### config.mk
export PLATFORM = sky130hd
export DESIGN_NAME = lcs_seq_loader
export DESIGN_NICKNAME = d
export VERILOG_FILES = /design/src/rtl/lcs_pkg.sv /design/src/rtl/lcs_seq_buf.sv /design/src/rtl/lcs_seq_loader.sv
export SDC_FILE = /design/constraint.sdc
export NUM_CORES = 1
export LEC_CHECK = 0
export ABC_AREA = 1
export CAP_MARGIN = 20
export CELL_PAD_IN_SITES_DETAIL_PLACEMENT = 0
export CELL_PAD_IN_SITES_GLOBAL_PLACEMENT = 2
export CORE_ASPECT_RATIO = 1.25
export CORE_MARGIN = 3
export CORE_UTILIZATION = 32
export CTS_CLUSTER_DIAMETER = 50
export CTS_CLUSTER_SIZE = 40
export DETAILED_ROUTE_END_ITERATION = 10
export PLACE_DENSITY_LB_ADDON = 0.1
export SLEW_MARGIN = 10
export SYNTH_ARGS = -nofsm -noshare
export SYNTH_HDL_FRONTEND = slang
export SYNTH_HIERARCHICAL = 1
export SYNTH_SLANG_ARGS = --single-unit
### constraint.sdc
create_clock -name clk -period 2.3 [get_ports clk]
set_clock_uncertainty 0.05 [all_clocks]
set_input_delay 0.46 -clock clk [delete_from_list [all_inputs] [get_ports clk]]
set_output_delay 0.46 -clock clk [all_outputs]
set_load 0.005 [all_outputs]
### src/rtl/lcs_pkg.sv
// Shared types for the lcs loader: FSM states, error codes and character normalisation.
package lcs_pkg;

  typedef enum logic [2:0] {
    LOAD0,
    LOAD1,
    START,
    RUN,
    DRAIN
  } state_t;

  typedef enum logic [1:0] {
    ERR_NONE = 2'd0,
    ERR_CHAR = 2'd1,
    ERR_OVF  = 2'd2
  } err_code_t;

  typedef struct packed {
    logic       valid;
    logic [7:0] ch;
  } norm_t;

  // Accepts A/C/G/T in either case and returns the upper-case form.
  function automatic norm_t normalise(input logic [7:0] c);
    norm_t r;
    r.valid = 1'b1;
    r.ch    = c;
    case (c)
      8'h41, 8'h43, 8'h47, 8'h54: r.ch = c;
      8'h61, 8'h63, 8'h67, 8'h74: r.ch = c & 8'hdf;
      default:                    r.valid = 1'b0;
    endcase
    return r;
  endfunction

endpackage

### src/rtl/lcs_seq_buf.sv
// Sequence buffer: one write port, one BRAM-style registered read port.
module lcs_seq_buf #(
  parameter int DEPTH = 16,
  parameter int AW    = 4
) (
  input  logic          clk,
  input  logic          rstn,
  input  logic          wr_en,
  input  logic [AW-1:0] wr_addr,
  input  logic [7:0]    wr_data,
  input  logic          rd_en,
  input  logic [AW-1:0] rd_addr,
  output logic [7:0]    rd_data
);

  logic [7:0] mem [DEPTH];
  logic [7:0] rd_data_reg;

  // Storage write; contents are deliberately not reset.
  always_ff @(posedge clk) begin
    if (wr_en) mem[wr_addr] <= wr_data;
  end

  // Registered read with one-cycle latency; holds when not enabled.
  always_ff @(posedge clk or negedge rstn) begin
    if (!rstn)      rd_data_reg <= 8'h00;
    else if (rd_en) rd_data_reg <= mem[rd_addr];
  end

  assign rd_data = rd_data_reg;

endmodule

### src/rtl/lcs_seq_loader.sv
// Loads two DNA sequences from a byte stream, serves them to lcs and runs the start/done handshake.
module lcs_seq_loader
  import lcs_pkg::*;
#(
  parameter int MAX_SEQ = 8,
  parameter int DEPTH   = 16,
  parameter int AW      = 4
) (
  input  logic          clk,
  input  logic          rstn,
  input  logic          s_valid,
  output logic          s_ready,
  input  logic [7:0]    s_data,
  input  logic          s_last,
  output logic          lcs_start,
  input  logic          lcs_ready,
  input  logic          lcs_done,
  output logic [31:0]   lcs_n,
  output logic [31:0]   lcs_m,
  input  logic [AW-1:0] mem_address0,
  input  logic          mem_ce0,
  output logic [7:0]    mem_q0,
  output logic          job_done,
  output logic          err,
  output logic [1:0]    err_code
);

  localparam int CW = $clog2(MAX_SEQ + 1);
  localparam logic [CW-1:0] CNT_MAX = CW'(MAX_SEQ);
  localparam logic [CW-1:0] CNT_ONE = CW'(1);
  localparam logic [AW-1:0] PTR_ONE = AW'(1);

  state_t          state_reg, state_next;
  logic [CW-1:0]   n_reg, n_next;
  logic [CW-1:0]   m_reg, m_next;
  logic [AW-1:0]   wr_ptr_reg, wr_ptr_next;
  logic [1:0]      drain_reg, drain_next;
  logic [31:0]     lcs_n_reg, lcs_n_next;
  logic [31:0]     lcs_m_reg, lcs_m_next;
  logic            err_reg, err_next;
  err_code_t       err_code_reg, err_code_next;
  logic            job_done_reg, job_done_next;
  logic            active_reg;

  norm_t           norm;
  logic            beat;
  logic            wr_en;
  logic            in_seq1;
  logic [CW-1:0]   cur_len;
  logic [CW-1:0]   m_inc;
  logic [1:0]      open_cnt;

  assign norm = normalise(s_data);
  // s_ready stays low until the first clock after reset release.
  assign s_ready   = active_reg && (state_reg == LOAD0 || state_reg == LOAD1 || state_reg == DRAIN);
  assign beat      = s_valid && s_ready;
  assign lcs_start = (state_reg == START);
  assign lcs_n     = lcs_n_reg;
  assign lcs_m     = lcs_m_reg;
  assign job_done  = job_done_reg;
  assign err       = err_reg;
  assign err_code  = err_code_reg;

  // Next-state and datapath decisions for loading, handshake and error draining.
  always_comb begin
    state_next    = state_reg;
    n_next        = n_reg;
    m_next        = m_reg;
    wr_ptr_next   = wr_ptr_reg;
    drain_next    = drain_reg;
    lcs_n_next    = lcs_n_reg;
    lcs_m_next    = lcs_m_reg;
    err_next      = 1'b0;
    err_code_next = err_code_reg;
    job_done_next = 1'b0;
    wr_en         = 1'b0;
    in_seq1       = (state_reg == LOAD1);
    cur_len       = in_seq1 ? m_reg : n_reg;
    m_inc         = m_reg + CNT_ONE;
    open_cnt      = (in_seq1 ? 2'd1 : 2'd2) - {1'b0, s_last};
    case (state_reg)
      LOAD0, LOAD1: begin
        if (beat) begin
          if (!norm.valid || cur_len == CNT_MAX) begin
            // Drop the job; the offending beat's own s_last closes its sequence.
            err_next      = 1'b1;
            err_code_next = !norm.valid ? ERR_CHAR : ERR_OVF;
            n_next        = '0;
            m_next        = '0;
            wr_ptr_next   = '0;
            drain_next    = open_cnt;
            state_next    = (open_cnt == 2'd0) ? LOAD0 : DRAIN;
          end else begin
            wr_en       = 1'b1;
            wr_ptr_next = wr_ptr_reg + PTR_ONE;
            if (in_seq1) m_next = m_inc;
            else         n_next = n_reg + CNT_ONE;
            if (s_last) begin
              if (in_seq1) begin
                lcs_n_next = {{(32-CW){1'b0}}, n_reg};
                lcs_m_next = {{(32-CW){1'b0}}, m_inc};
                state_next = START;
              end else begin
                state_next = LOAD1;
              end
            end
          end
        end
      end
      START: begin
        if (lcs_ready) begin
          if (lcs_done) begin
            job_done_next = 1'b1;
            n_next        = '0;
            m_next        = '0;
            wr_ptr_next   = '0;
            state_next    = LOAD0;
          end else begin
            state_next = RUN;
          end
        end
      end
      RUN: begin
        if (lcs_done) begin
          job_done_next = 1'b1;
          n_next        = '0;
          m_next        = '0;
          wr_ptr_next   = '0;
          state_next    = LOAD0;
        end
      end
      DRAIN: begin
        if (beat && s_last) begin
          drain_next = drain_reg - 2'd1;
          if (drain_reg == 2'd1) state_next = LOAD0;
        end
      end
      default: state_next = LOAD0;
    endcase
  end

  // State and output registers.
  always_ff @(posedge clk or negedge rstn) begin
    if (!rstn) begin
      state_reg    <= LOAD0;
      n_reg        <= '0;
      m_reg        <= '0;
      wr_ptr_reg   <= '0;
      drain_reg    <= '0;
      lcs_n_reg    <= '0;
      lcs_m_reg    <= '0;
      err_reg      <= 1'b0;
      err_code_reg <= ERR_NONE;
      job_done_reg <= 1'b0;
      active_reg   <= 1'b0;
    end else begin
      state_reg    <= state_next;
      n_reg        <= n_next;
      m_reg        <= m_next;
      wr_ptr_reg   <= wr_ptr_next;
      drain_reg    <= drain_next;
      lcs_n_reg    <= lcs_n_next;
      lcs_m_reg    <= lcs_m_next;
      err_reg      <= err_next;
      err_code_reg <= err_code_next;
      job_done_reg <= job_done_next;
      active_reg   <= 1'b1;
    end
  end

  lcs_seq_buf #(
    .DEPTH(DEPTH),
    .AW   (AW)
  ) u_buf (
    .clk    (clk),
    .rstn   (rstn),
    .wr_en  (wr_en),
    .wr_addr(wr_ptr_reg),
    .wr_data(norm.ch),
    .rd_en  (mem_ce0),
    .rd_addr(mem_address0),
    .rd_data(mem_q0)
  );

endmodule

# == After elaboration in Yosys (flattened, before gate mapping) ==
# Memory sizes are Yosys's and may differ from the RTL's. A register that Yosys moved wholly into a read port is not among the register bits.
# Index checks and enable logic that the tools add are counted.
# classes
shifts,0
add_sub_neg,5
muxes,48
bitwise_logic,1
mul,0
eq_ne,23
n_lt_le_gt_ge,0
div_mod_pow,0
reduce_logical,22
# ops
cell,n
"equality test 8 x 7 -> 1 bit, second input constant",8
two-way mux 4 bit,15
one-hot mux 4 bit (3 select lines),3
two-way mux 3 bit,8
two-way mux 2 bit,7
"adder 4 x 1 -> 4 bit, second input constant",3
one-hot mux 3 bit (4 select lines),1
AND reduction 4 bit,3
two-way mux 1 bit,11
"inequality test 3 bit, second input constant",3
OR reduction 8 bit,1
"equality test 3 x 2 -> 1 bit, second input constant",2
two-way mux 6 bit,1
"inequality test 2 x 1 -> 1 bit, second input constant",3
"inequality test 2 bit, second input constant",3
AND reduction 3 bit,2
AND reduction 6 bit,1
AND reduction 5 bit,1
"equality test 4 bit, second input constant",1
one-hot mux 2 bit (2 select lines),1
OR reduction 4 bit,1
"equality test 3 x 1 -> 1 bit, second input constant",1
"equality test 3 bit, second input constant",1
logical AND 1 bit,3
12 further kinds,15
# word_totals
ramBits,128
latchBits,0
reg_bits,30
input_bits,19
romBits,0
elab_cells,111
n_memories,1
out_inout_bits,78
# mem_list
name,depth,word_bits,rd,rd_ports_with_merged_regs,write_ports,line,rtl
u_buf.mem,16,8,1,1,1,lcs_seq_buf.sv:16,logic [7:0] mem [DEPTH];

# == Depth between registers and ports, before layout ==
# Gate-level depths: netlist (run 1).
# depth
depth_word,10
depth_mapped,12
mapped_depth_nobuf,12

# == Hierarchy ==
# The synthesis (run 1) kept the hierarchy.
# modules_own_cells
module,seq_area_each_um2,area_each_um2,instances,cells_each
lcs_seq_buf,4043.9,5602.9,1,481
lcs_seq_loader,750.7,2159.6,1,269

# == Least setup slack after synthesis (run 1) ==
# Ideal clock, no wire load.
# synth_path
path_type,flip-flop to flip-flop
start,register state_reg[0]
end,"memory u_buf.mem[4][0], enable pin"
path_buffers,0
arrival_ps,1829
setup_time_ps,370
stages_incl_launch_ff,10
path_slack_ps,51
required_ps,1880
synth_period_minus_slack_ps,2249
cell_sequence,dfrtp_1 > inv_2 > nand3_2 > nand2_1 > nand2_2 > nor2_8 > nand4_1 > inv_2 > nand3b_1 > nor2_1
# synth_between
elab_chain_cells,9
word_cells_on_any_way,16
cone_classes,eq/ne: 3; mux: 6; reduce/logical: 7
# synth_lines
element,line,rtl
start: declaration,lcs_seq_loader.sv:33,"state_t state_reg, state_next;"
start signal: assignment,lcs_seq_loader.sv:157,state_reg <= state_next;
equality test 3 x 1 -> 1 bit / zero test 3 bit (equally long branches),"lcs_seq_loader.sv:55, lcs_seq_loader.sv:77, lcs_seq_loader.sv:81",
two-way mux 4 bit / logical OR 1 bit (equally long branches),"lcs_seq_loader.sv:78, lcs_seq_loader.sv:55",
equality test 4 bit / logical OR 1 bit (equally long branches),"lcs_seq_loader.sv:84, lcs_seq_loader.sv:55",
logical OR 1 bit / logical AND 1 bit (equally long branches),"lcs_seq_loader.sv:84, lcs_seq_loader.sv:55",
two-way mux 1 bit / logical AND 1 bit (equally long branches),"lcs_seq_loader.sv:84, lcs_seq_loader.sv:56",
two-way mux 1 bit,lcs_seq_loader.sv:83,if (beat) begin
two-way mux 1 bit (*),lcs_seq_loader.sv:81,case (state_reg)
net wr_en,lcs_seq_loader.sv:47,logic wr_en;
two-way mux 1 bit (*),lcs_seq_buf.sv:21,if (wr_en) mem[wr_addr] <= wr_data;
two-way mux 1 bit (implied by the code) (*),lcs_seq_buf.sv:21,
end: declaration,lcs_seq_buf.sv:16,
# The timed path passes the listed nets; every way through them passes the cells marked *.

# == Worst setup path after layout (run 1) ==
# layout_path
start,register state_reg[2]
end,"memory u_buf.mem[11][2], enable pin"
# The elaborated chain is that of the path after synthesis.

==> results of run 1 <==
## power groups by stage
stage                     sequential [W]  clock (W)  combinational [W]
after floorplan                  0.00345          0           0.000619
after global placement           0.00346          0           0.000989
after detailed placement         0.00346          0           0.000985
after CTS                        0.00339    0.00283            0.00104
after global routing             0.00340    0.00297            0.00118
final                            0.00339    0.00275            0.00105
## routing by layer
| metal | up-vias | track usage |
|---|---|---|
| li1 | 2570 | - |
| met1 | 2484 | 0.174 |
| met2 | 115 | 0.305 |
| met3 | 34 | 0.0297 |
| met4 | 0 | 0.0627 |
| met5 | - | 0 |
## what timing repair did
item,in CTS,in global routing
hold buffers,0,0
setup buffers,2,5
endpoints found under the hold margin,0,0
cloned,0,0
setup endpoints to repair,2,98
pin swaps,0,7
resized for setup,7,10
## final cells by class
type / instances / area, um2 / share of cell area
clock buffer: 21 / 440 / 0.0479
timing repair buffer: 97 / 886 / 0.0964
clock inverter: 11 / 128 / 0.0139
tap: 325 / 407 / 0.0442
multi-input combinational: 523 / 2400 / 0.261
inverter: 34 / 131 / 0.0143
sequential: 166 / 4800 / 0.522
## stage by stage
stage	worst slack [ns]	TNS, ns	power (W)	utilization	hold WS, ns
final	0.124	0	0.00720	0.386	0.0302
after global placement	-0.402	-43.91	0.00445	0.358	0.409
after global routing	0.00170	0	0.00755	0.386	0.0678
after CTS	0.0183	0	0.00725	0.383	0.0478
after detailed placement	-0.416	-46.14	0.00445	0.358	0.418
after floorplan	0.0512	0	0.00407	-	0.114
## worst max path at each step
stage          slack [ns]                    endpoint                startpoint
6_report             0.12  u_buf/mem[11][2]$_DFFE_PP_  state_reg[2]$_DFFE_PN0P_
3_3_place_gp        -0.40  u_buf/mem[11][2]$_DFFE_PP_                 s_data[0]
2_1_floorplan        0.05   u_buf/mem[4][0]$_DFFE_PP_  state_reg[0]$_DFFE_PN0P_
3_5_place_dp        -0.42  u_buf/mem[11][5]$_DFFE_PP_                 s_data[6]
5_1_grt             0.002  u_buf/mem[11][6]$_DFFE_PP_  state_reg[2]$_DFFE_PN0P_
4_1_cts              0.02                     s_ready  state_reg[1]$_DFFE_PN0P_
## Yosys cell counts
master / instances / area, um2
ha_1: 5 / 62.6
o21ai_2: 6 / 52.6
inv_2: 5 / 18.8
o211ai_1: 1 / 7.51
nand4_1: 6 / 37.5
a21oi_2: 1 / 8.76
a21oi_1: 2 / 10.0
nor2_4: 2 / 22.5
nor2_8: 2 / 40.0
nand3_4: 1 / 17.5
nor2_1: 36 / 135
buf_6: 13 / 146
o21ai_0: 7 / 35.0
dfrtp_1: 38 / 951
clkbuf_8: 1 / 13.8
xnor2_1: 1 / 8.76
xor2_1: 4 / 35.0
inv_4: 1 / 6.26
conb_1: 2 / 7.51
nand3_1: 113 / 566
nand2_1: 253 / 950
inv_1: 27 / 101
nand3b_1: 3 / 22.5
buf_2: 4 / 20.0
nand2_2: 7 / 43.8
buf_4: 64 / 480
nor2_2: 2 / 12.5
mux2i_1: 1 / 10.0
edfxtp_1: 128 / 3840
clkinv_2: 1 / 5.00
o21ai_1: 8 / 40.0
nand2_4: 3 / 33.8
nand3_2: 1 / 10.0
o21bai_1: 1 / 7.51
## kinds of logic (layout without fill, tap and decap cells)
| kind of cell | Yosys count | after routing | share of synthesized area |
|---|---|---|---|
| flops | 166 | 166 | 0.618 |
| buf+inv | 116 | 163 | 0.102 |
| xor+xnor | 5 | 5 | 0.00564 |
| mux | 1 | 1 | 0.00129 |
| simple gates | 429 | 429 | 0.244 |
| fa+ha+maj | 5 | 5 | 0.00806 |
| other cells | 2 | 57 | 0.000967 |
| compound gates | 26 | 26 | 0.0208 |
## worst reg2reg max path: cells and delay by family (launching register included)
kind | cells | cell delay, ns
buffers and inverters | 4 | 0.51
flip-flops | 1 | 0.43
AND/OR/NAND/NOR | 7 | 0.90
## cell usage in the layout (no fill, tap or decap), types with 6 or more instances in the layout
cell type,n
buf_4,51
clkbuf_16,17
clkdlybuf4s50_1,34
conb_1,57
dfrtp_1,35
edfxtp_1,128
inv_1,25
inv_2,7
nand2_1,249
nand2_2,10
nand3_1,113
nand4_1,6
nor2_1,35
o21ai_0,7
o21ai_1,8
o21ai_2,6
==> metrics.md, run 1 <==
| Metric | Value |
|---|---|
| H-Tree Depth | 4 |
| Nets@finish | roughly 860 |
| # clock sinks | around 170 |
| Largest net degree at the start of global routing | between 60 and 70 |
| Largest register FFs | around 130 |
| Post-route ant nets | 0 |
| FMAX | about 460 MHz |
| Worst Setup End Kind | flip-flop |
| Area grow syn2layout | 18.4% |
| Status | complete, no violations |
| Grt total ovfl | 0 |
| Worst Tran Pin Value | a little over 0.5 ns |
| Initial Utilization | 0.326 |
| Crit-path most repeated cell | nor2_4 |
| Yosys reg bits | about 170 |
| Worst EP arrival | ~2.3 ns |
| Post-synthesis instance total | 750 |
| Final Max Slew Viols | 0 |
| Avg Cell Area, Syn | 10.3 um2 |
| Die area | 26200 um2 |
| Final Setup Violations | 0 |
| Required @ worst endpoint | 2.39 ns |
| CP max FO | 8 |
| Clock Power Share | 0.383 |
| Tot GR Track Use | 0.160 |
| Fillers | between 2k and 2.5k |
| Die width | approximately 150 um |
| Slew HR | 0.664 |
| Remaining DRCs | 0 |
| Synth unique cells | 34 |
| CTS Buffer Depth | 2 |
| Layout cells sized above 1 | 0.150 |
| P_int | ~0.0053 W |
| Hpwl dp | ~15000 um |
| # Max-Cap Violations | 0 |
| Core area | ~24000 um2 |
| CP max stage delay | ~0.43 ns |
| Top delay family on crit path | simple AND/OR/NAND/NOR gates |
| DR WL met2 | about 11000 um |
| Worst skew pair latency | 0.43 ns |
| Worst path cell trace | buf_6, nor2_4, nand2_4, clkinv_2, nor2_2, nor2_4, nand4_1, inv_2, nand3b_1, nor2_1, buf_4 |
| IO buf count | 40 |
| Type of origin of the critical path | flip-flop |
| CTS tree | yes |
| Final Hold Viols | 0 |
| Clk root buf | clkbuf_16 |
| 1st-iter DRT viols | 411 |
| Critical path buffer and inverter count | 4 |
| Pwr/cell area | between 700 and 800 nW/um2 |
| Met3 WL | ~670 um |
| Fin crit share | 0.946 |
| Via count | approximately 5.2k |
| Stages on the worst setup path | 11 |
| Post-route non-filler standard cell count | around 1.2k |
| Die height | between 150 and 200 um |
| Vias in the first global route | roughly 5.3k |
| Initial DRT Pass Iterations | 5 |
| Sequential Power Share | 0.471 |
| Post-Place Cells | about 1.1k |
| Final WL | a little over 20000 um |
| Initial antenna violation count | 0 |
| R2r setup slk | about 0.12 ns |
| Logic pwr share | 0.146 |
| R2R Path Start | state_reg[2]$_DFFE_PN0P_ |
| Period minus WS final | approximately 2.2 ns |
| Final GP Congestion | roughly 0.83 |
| Clk pin slew, worst setup/hold paths | approximately 0.06 ns |
| ANT cells | 0 |
| IR drop worst, VDD | approximately 0.52 mV |
| Wire length on met1 | approximately 8000 um |
| Critical path class | flip-flop to flip-flop |
| CTS buffer count | 17 |
| RSZ-0062 raised after global routing | no |
| Design area | 9190 um2 |
| Reg-to-Reg End | u_buf/mem[11][2]$_DFFE_PP_ |
| Global-route wire length before repair | a little over 30000 um |
| Mapped Area | 7760 um2 |
| Number of vias per cell | approximately 4.4 |
| Ys Warns | 6 |
| Top Metal Used | met4 |
| Sequential-to-total area share from yosys stat | 0.618 |
| Slowest-stage cell, CP | dfrtp_2 |
| Switching Fraction | 0.260 |
| Num rows | 63 |
| Hold crit path type | input port to async pin |
| Placement Cell Area | ~8500 um2 |
| Worst Reg-to-Reg Cells | 11 |
| Leak | roughly 3.8 nW |
| Switching power | ~0.0019 W |
| Wirelength per Cell | ~18 um |
| IO Pins | 97 |
(Power assumes the default switching activity.)
==> run 2: changes to the inputs <==
==> constraint.sdc (replaced) <==
create_clock -name clk -period 1.8 [get_ports clk]
set_clock_uncertainty 0.05 [all_clocks]
set_input_delay 0.36 -clock clk [delete_from_list [all_inputs] [get_ports clk]]
set_output_delay 0.36 -clock clk [all_outputs]
set_load 0.005 [all_outputs]
==> run 2 against run 1 <==
  * Die area unchanged
  * The run now ends with setup timing left
  * Critical path depth unchanged
  * Final cell count up 2.5%
  * Setup slack worse by 0.49 ns
  * Critical endpoint is now u_buf/mem[14][4]$_DFFE_PP_
  * Critical path type is now input port to flip-flop
==> metrics.md, run 2 (same netlist as run 1, synthesis figures left out) <==
| Metric | Value |
|---|---|
| Num rows | 63 (unchanged) |
| Worst Tran Pin Value | 0.496 ns (-0.00755 ns) |
| FMAX | approximately 460 MHz |
| Critical path buffer and inverter count | 5 (+1) |
| Worst Setup End Kind | flip-flop |
| Commonest non-fill, non-tap cells in the layout | nand2_1, edfxtp_1, nand3_1, buf_4, conb_1 |
| CTS Buffer Depth | 2 (unchanged) |
| Period minus WS final | 2.17 ns |
| Leak | 4.01 nW (+4.6%) |
| Pre-CTS setup slack | -0.865 ns (-0.449 ns) |
| Die area | 26200 um2 (unchanged) |
| Initial antenna violation count | 0 (unchanged) |
| Final Hold Viols | 0 (unchanged) |
| Global-route wire length before repair | 32300 um (+3.7%) |
| Number of vias per cell | 4.41 (-0.23%) |
| Placement Cell Area | 8850 um2 (+3.8%) |
| RSZ-0062 raised after global routing | yes |
| Area grow syn2layout | 25.0% |
| Slowest-stage cell, CP | clkdlybuf4s50_1 |
| Largest net degree at the start of global routing | 65 (unchanged) |
| Type of origin of the critical path | input port |
| 1st-iter DRT viols | 278 (-32%) |
| Worst Reg-to-Reg Cells | 9 (-2) |
| Clk pin slew, worst setup/hold paths | 0.07 ns (about the same) |
| Final Max Slew Viols | 0 (unchanged) |
| # Max-Cap Violations | 0 (unchanged) |
| Hpwl dp | 14900 um (-0.51%) |
| CTS tree | yes |
| Design area | 9700 um2 (+5.6%) |
| IO Pins | 97 (unchanged) |
| Die height | 180 um (unchanged) |
| Most common cell after layout, fill and taps aside | nand2_1 |
| Final core utilization | 0.408 (+0.0215) |
| Vias in the first global route | 5615 (+5.9%) |
| Worst EP arrival | 2.22 ns (-0.04 ns) |
| Wirelength per Cell | 17.1 um (-2.3%) |
| CP max FO | 8 (unchanged) |
| Status | finished with violations |
| Slew HR | 0.668 (+0.00423) |
| Pwr/cell area | 973 nW/um2 (+24%) |
| Hold crit path type | input port to async pin |
| Via count | 5319 (+2.2%) |
| Grt total ovfl | 0 (unchanged) |
| # clock sinks | 166 (unchanged) |
| Final hold slack | 0.371 ns (+0.341 ns) |
| CTS buffer count | 17 (unchanged) |
| Fillers | 2355 (-4.0%) |
| Failing checks | setup timing |
| Worst skew pair latency | 0.42 ns (about the same) |
| Initial DRT Pass Iterations | 4 (-1) |
| Required @ worst endpoint | 1.85 ns (-0.54 ns) |
| Critical path class | input port to flip-flop |
| Top delay family on crit path | buffers and inverters |
| Tot GR Track Use | 0.163 (+0.00295) |
| IR drop worst, VDD | 0.741 mV (+43%) |
| Core area | 23800 um2 (unchanged) |
| Worst path cell trace | clkdlybuf4s50_1, buf_12, inv_1, nor2_1, nand2_2, nor2_8, nand4_1, inv_2, buf_4, nand3_4, nor2_4 |
| Remaining DRCs | 0 (unchanged) |
| CP max stage delay | 0.51 ns (+0.08 ns) |
| Initial Utilization | 0.326 (unchanged) |
| R2R Path Start | state_reg[2]$_DFFE_PN0P_ |
| Reg-to-Reg End | u_buf/mem[14][4]$_DFFE_PP_ |
| Nets@finish | 892 (+3.4%) |
| IO buf count | 40 (unchanged) |
| R2r setup slk | -0.36 ns (-0.48 ns) |
| Fin crit share | 1.20 |
| Final setup margin | -0.366 ns (-0.490 ns) |
| Largest register FFs | 128 (unchanged) |
| Clk root buf | clkbuf_16 |
| H-Tree Depth | 4 (unchanged) |
| Final WL | 20700 um (about the same) |
| Post-route ant nets | 0 (unchanged) |
| ANT cells | 0 (unchanged) |
| Final Setup Violations | 139 (+139) |
| Final GP Congestion | 0.754 (-9.3%) |
| Layout cells sized above 1 | 0.211 (+0.0609) |
| Die width | 145 um (unchanged) |
run 2: cell types whose count changed in the layout (fill, tap and decap cells not counted), sizes merged, moves of 3 or more:
cell | previous run | this run
buf | 59 | 86
clkbuf | 21 | 18
clkinv | 3 | 8
clkinvlp | 5 | 1
dlymetal6s2s | 4 | 1
inv | 35 | 39
run 2: how the worst max path moves through the flow:
| stage | startpoint | to | cells after the start |
|---|---|---|---|
| after detailed placement | s_data[6] | u_buf/mem[10][7]$_DFFE_PP_ | 11 |
| after global placement | s_data[0] | u_buf/mem[10][7]$_DFFE_PP_ | 11 |
| after global routing | state_reg[2]$_DFFE_PN0P_ | u_buf/mem[10][5]$_DFFE_PP_ | 11 |
| final | s_data[6] | u_buf/mem[14][4]$_DFFE_PP_ | 11 |
| after floorplan | state_reg[0]$_DFFE_PN0P_ | u_buf/mem[4][0]$_DFFE_PP_ | 9 |
| after CTS | state_reg[2]$_DFFE_PN0P_ | u_buf/mem[11][2]$_DFFE_PP_ | 11 |
run 2: report_power, final:
group          switching [W]  internal [W]  leakage, nW
Clock                0.00158       0.00194        0.281
Combinational       0.000921      0.000675         2.08
Sequential         0.0000827       0.00424         1.65
Total                0.00258       0.00686         4.01
run 2: repair_timing:
action,4_1_cts,5_1_grt
pin swaps,11,12
hold buffers,1,0
hold endpoints to repair,18,0
gates resized for setup,34,18
buffers inserted,10,1
cloned,1,0
endpoints found under the setup margin,169,156
run 2: cell type report:
cell class	instances	area (um2)	share of cell area
Clock buffer	17	425	0.0438
Clock inverter	15	146	0.0151
Inverter	34	135	0.0139
Multi-Input combinational cell	524	2610	0.269
Sequential cell	166	4800	0.495
Tap cell	325	407	0.0419
Timing Repair Buffer	125	1180	0.122
run 2: metrics by stage:
step,total power (W),TNS [ns],instances
finish,0.00944,-42.05,1206
global route,0.00991,-62.16,1206
CTS,0.00951,-42.31,1206
detailed placement,0.00584,-126.75,1162
global placement,0.00584,-126.58,1162
floorplan,0.00522,-38.76,805
run 2: per-layer routing:
metal	vias to the layer above	part of all wire	GRT usage
met1	2556	0.41	0.189
li1	2637	-	-
met3	20	0.031	0.0229
met2	106	0.54	0.306
met4	0	0.017	0.0570
met5	-	0	0
